$ cat src/rtl/if_id_queue.sv
// Fetch-to-decode instruction queue: circular FIFO of {instr, pc2} pairs.
// Presents NOP when empty, flushes on redirect, stops accepting after HALT.
module if_id_queue #(
  parameter int unsigned DEPTH   = 2,
  parameter logic [15:0] NOP     = 16'h0800,
  parameter logic [4:0]  HALT_OP = 5'b00000
) (
  input  logic                       clk,
  input  logic                       rst,
  input  logic [15:0]                if_instr,
  input  logic [15:0]                if_pc2,
  input  logic                       if_valid,
  input  logic                       id_stall,
  input  logic                       flush,
  output logic [15:0]                id_instr,
  output logic [15:0]                id_pc2,
  output logic                       id_valid,
  output logic                       fetch_stall,
  output logic [$clog2(DEPTH+1)-1:0] count
);

  localparam int AW = $clog2(DEPTH);
  localparam int CW = $clog2(DEPTH+1);

  logic [15:0]   mem_instr [DEPTH];
  logic [15:0]   mem_pc2   [DEPTH];
  logic [AW-1:0] rd_ptr;
  logic [AW-1:0] wr_ptr;
  logic [CW-1:0] cnt;
  logic          halt_seen;
  logic          full;
  logic          push;
  logic          pop;
  logic          is_halt;

  assign full        = (cnt == CW'(DEPTH));
  assign fetch_stall = full | halt_seen;
  assign id_valid    = (cnt != '0);
  assign push        = if_valid & ~fetch_stall & ~flush;
  assign pop         = id_valid & ~id_stall & ~flush;
  assign is_halt     = (if_instr[15:11] == HALT_OP);
  assign count       = cnt;

  assign id_instr = id_valid ? mem_instr[rd_ptr] : NOP;
  assign id_pc2   = id_valid ? mem_pc2[rd_ptr]   : 16'h0000;

  // Storage holds stale data across reset/flush; only pointers matter.
  always_ff @(posedge clk) begin
    if (push) begin
      mem_instr[wr_ptr] <= if_instr;
      mem_pc2[wr_ptr]   <= if_pc2;
    end
  end

  always_ff @(posedge clk or posedge rst) begin
    if (rst) begin
      rd_ptr    <= '0;
      wr_ptr    <= '0;
      cnt       <= '0;
      halt_seen <= 1'b0;
    end else if (flush) begin
      rd_ptr    <= '0;
      wr_ptr    <= '0;
      cnt       <= '0;
      halt_seen <= 1'b0;
    end else begin
      if (push) begin
        wr_ptr <= wr_ptr + AW'(1);
        if (is_halt) halt_seen <= 1'b1;
      end
      if (pop) rd_ptr <= rd_ptr + AW'(1);
      unique case ({push, pop})
        2'b10:   cnt <= cnt + CW'(1);
        2'b01:   cnt <= cnt - CW'(1);
        default: cnt <= cnt;
      endcase
    end
  end

endmodule
$ cat config.mk
export PLATFORM = sky130hd
export DESIGN_NAME = if_id_queue
export DESIGN_NICKNAME = d
export VERILOG_FILES = /design/src/rtl/if_id_queue.sv
export SDC_FILE = /design/constraint.sdc
export NUM_CORES = 1
export LEC_CHECK = 0
export ABC_AREA = 1
export CAP_MARGIN = 10
export CORE_MARGIN = 5
export CORE_UTILIZATION = 32
export DETAILED_ROUTE_END_ITERATION = 10
export GPL_TIMING_DRIVEN = 0
export MAX_ROUTING_LAYER = met4
export PLACE_DENSITY = 0.61
export SKIP_LAST_GASP = 1
export SYNTH_ARGS = -nofsm -noshare
export SYNTH_HDL_FRONTEND = slang
export SYNTH_SLANG_ARGS = --single-unit
$ cat constraint.sdc
create_clock -name clk -period 3.12 [get_ports clk]
set_input_delay 0.936 -clock clk [delete_from_list [all_inputs] [get_ports clk]]
set_output_delay 0.936 -clock clk [all_outputs]
set_load 0.02 [all_outputs]
==> metrics <==
DR pass1 iterations 4; met1 Use GR 14.8%; Max Cap Viol 0; Non-Filler Instances 414; Peak Freq 335 MHz; Fin Clk Skew 6.54 ps; Setup crit start rd_ptr; #FFs+latches synth 69; layout cell share with drive strength beyond 1 10.0%; vias in the first global route 1954; clk buf depth 2; gp weighted congestion 0.849; post-DP HPWL 3950 um; total track usage 12.5%; register area share after synthesis 75.9%; vias per cell 4.61; Post-synth top cells nand2_1 (72), edfxtp_1 (64), a21oi_1 (33); first-pass GRT wire length 9320 um; synth unique cells 16; EDFF count, synth 64; Setup-failing EPs final 0; Initial Util 32.8%; clock sinks 69; CTS tree yes; CP arrival 2050 ps; Total Power 2720 uW; top cells by area, synth edfxtp_1 (71%), nand2_1 (10%), a21oi_1 (6.1%), dfrtp_1 (4.6%), nand3_1 (1.7%); clk root buf clkbuf_8; P_leak 0.00153 uW; area leader, netlist edfxtp_1; clock buffer count from CTS 9; Worst Setup End Kind primary output; Multi-input gate area 579 um^2; Fillers 750; cells after synthesis 221; Worst-Margin Slew 300 ps; Area Growth Syn to Fin 41.6%; post-route cell area 3820 um^2; Cell Area, Synth 2700 um^2; die area 10400 um^2; # diodes 0; Rel. slew slack 80.0%; worst reg2reg startpoint count[1]; status finished, final reports clean; worst hold-check path type flip-flop to flip-flop; met2 Usage GRT 19.7%; Max rail drop VDD 0.331 mV; nets 343; Main synth FF type edfxtp_1; GR peak layer met2; post-layout min period 2990 ps; placed cell count 400; DRC viols 0; Final Hold Fails 0; RSZ-0062 raised after global routing yes; CP max FO 10; top-count cell post-synth nand2_1; Syn Area/Cell 12.2 um^2; register area 2050 um^2; post-synth top area share 71.3%; IO Pins 73; Die Y 102 um; port bufs 72; Clock Latency Late Sink 330 ps; site row count 33; WP data required 2180 ps; Worst-path clk slew 70 ps; DP Area 3600 um^2; via count 1907; GRT overflow 0; Startpoint Class flip-flop; WL/cell 14.2 um; Final Max Tran Viols 0; fin crit share 95.7%; met3 global-route usage 3.31%; DR iter-0 viols 67; Cell Pwr Density 711 nW/um^2; post-route ant nets 0; Worst Hold Launch halt_seen; final hold slack 565 ps; die width 102 um; largest net degree at the start of global routing 27; Setup CP Type flip-flop to primary output; Yosys Warn Count 0; Async SR Flop Fraction 7.25%; wirelength, routed 5860 um; core area 8220 um^2; H-Tree Depth 3; initial antenna violation count 0; Synthesized Nets 258
## per-layer routing
metal	vias up	share of wire [%]	wire (um)
met2	66	48	2810
li1	929	-	-
met3	14	6.4	376
met4	0	2.3	136
met5	-	0	0
met1	898	43	2540
## worst paths after layout
check | end | slack, ps | cells after the start
worst max-delay path | id_pc2[1] | 130 | 6
worst min-delay path | halt_seen | 570 | 2
worst max register to register | mem_instr[1][5] | 1140 | 6
worst min register to register | halt_seen | 570 | 2
max in group asynchronous | wr_ptr | 2130 | 2
min in group asynchronous | count[1] | 810 | 2
## worst max-delay path: stages (launching register included)
cell             delay (ps)
dfrtp_1                 350
buf_2                   150
clkinv_1                140
clkbuf_4                250
nand2_1                  70
a21oi_1                 140
clkdlybuf4s50_1         620
## area by class of cell
cell class | count | area share (%)
clock buffers | 10 | 3.34
inverters | 11 | 1.08
repair buffers | 74 | 20.5
flip-flops and latches | 69 | 53.6
multi-input cells | 131 | 15.2
well taps | 105 | 3.44
plain buffers | 10 | 1.51
clock inverters | 4 | 1.34
## where the power goes
group	switching (uW)	leakage (uW)	total (uW)	internal, uW
clock	304	0.0000882	665	360
sequential	27.2	0.000654	1110	1090
combinational	550	0.000792	939	389
total	882	0.00153	2720	1830
## registers in the layout, indices dropped and copies added (netlist names)
signal     flops
mem_instr     32
mem_pc2       32
count          2
halt_seen      1
rd_ptr         1
wr_ptr         1
## what timing repair did
item,4_1_cts,5_1_grt
setup endpoints to repair,9,22
gates resized for setup,4,14
buffers inserted,0,0
hold buffers,0,0
## layout by cell type (no fill, tap or decap), types with 2 or more instances in the layout
cell type,netlist,layout
nor2_1,9,7
buf_2,5,2
nand2_1,72,72
clkbuf_4,0,3
clkdlybuf4s50_1,0,63
nor2_2,2,2
o21ai_0,2,2
dlymetal6s2s_1,0,9
edfxtp_1,64,64
nor2_4,0,2
clkbuf_2,0,5
dfrtp_1,5,5
nand3_1,9,9
a21oi_1,33,33
inv_1,10,10
buf_12,0,2
clkbuf_8,0,9
## cells by family (layout without fill, tap and decap cells)
group / Yosys count / after routing / synth area share, %
compound gates: 35 / 35 / 6.50
buf+inv: 21 / 109 / 3.16
flops: 69 / 69 / 75.9
simple gates: 96 / 96 / 14.4
## through the flow
| step | util [%] | worst slack [ps] | TNS (ps) |
|---|---|---|---|
| after floorplan | - | 145 | 0 |
| after global placement | 43.2 | -1250 | -79920 |
| after detailed placement | 43.9 | 339 | 0 |
| after CTS | 46.1 | 7.19 | 0 |
| after global routing | 46.5 | -0.132 | -0.132 |
| final | 46.5 | 134 | 0 |
(Power assumes the default switching activity.)
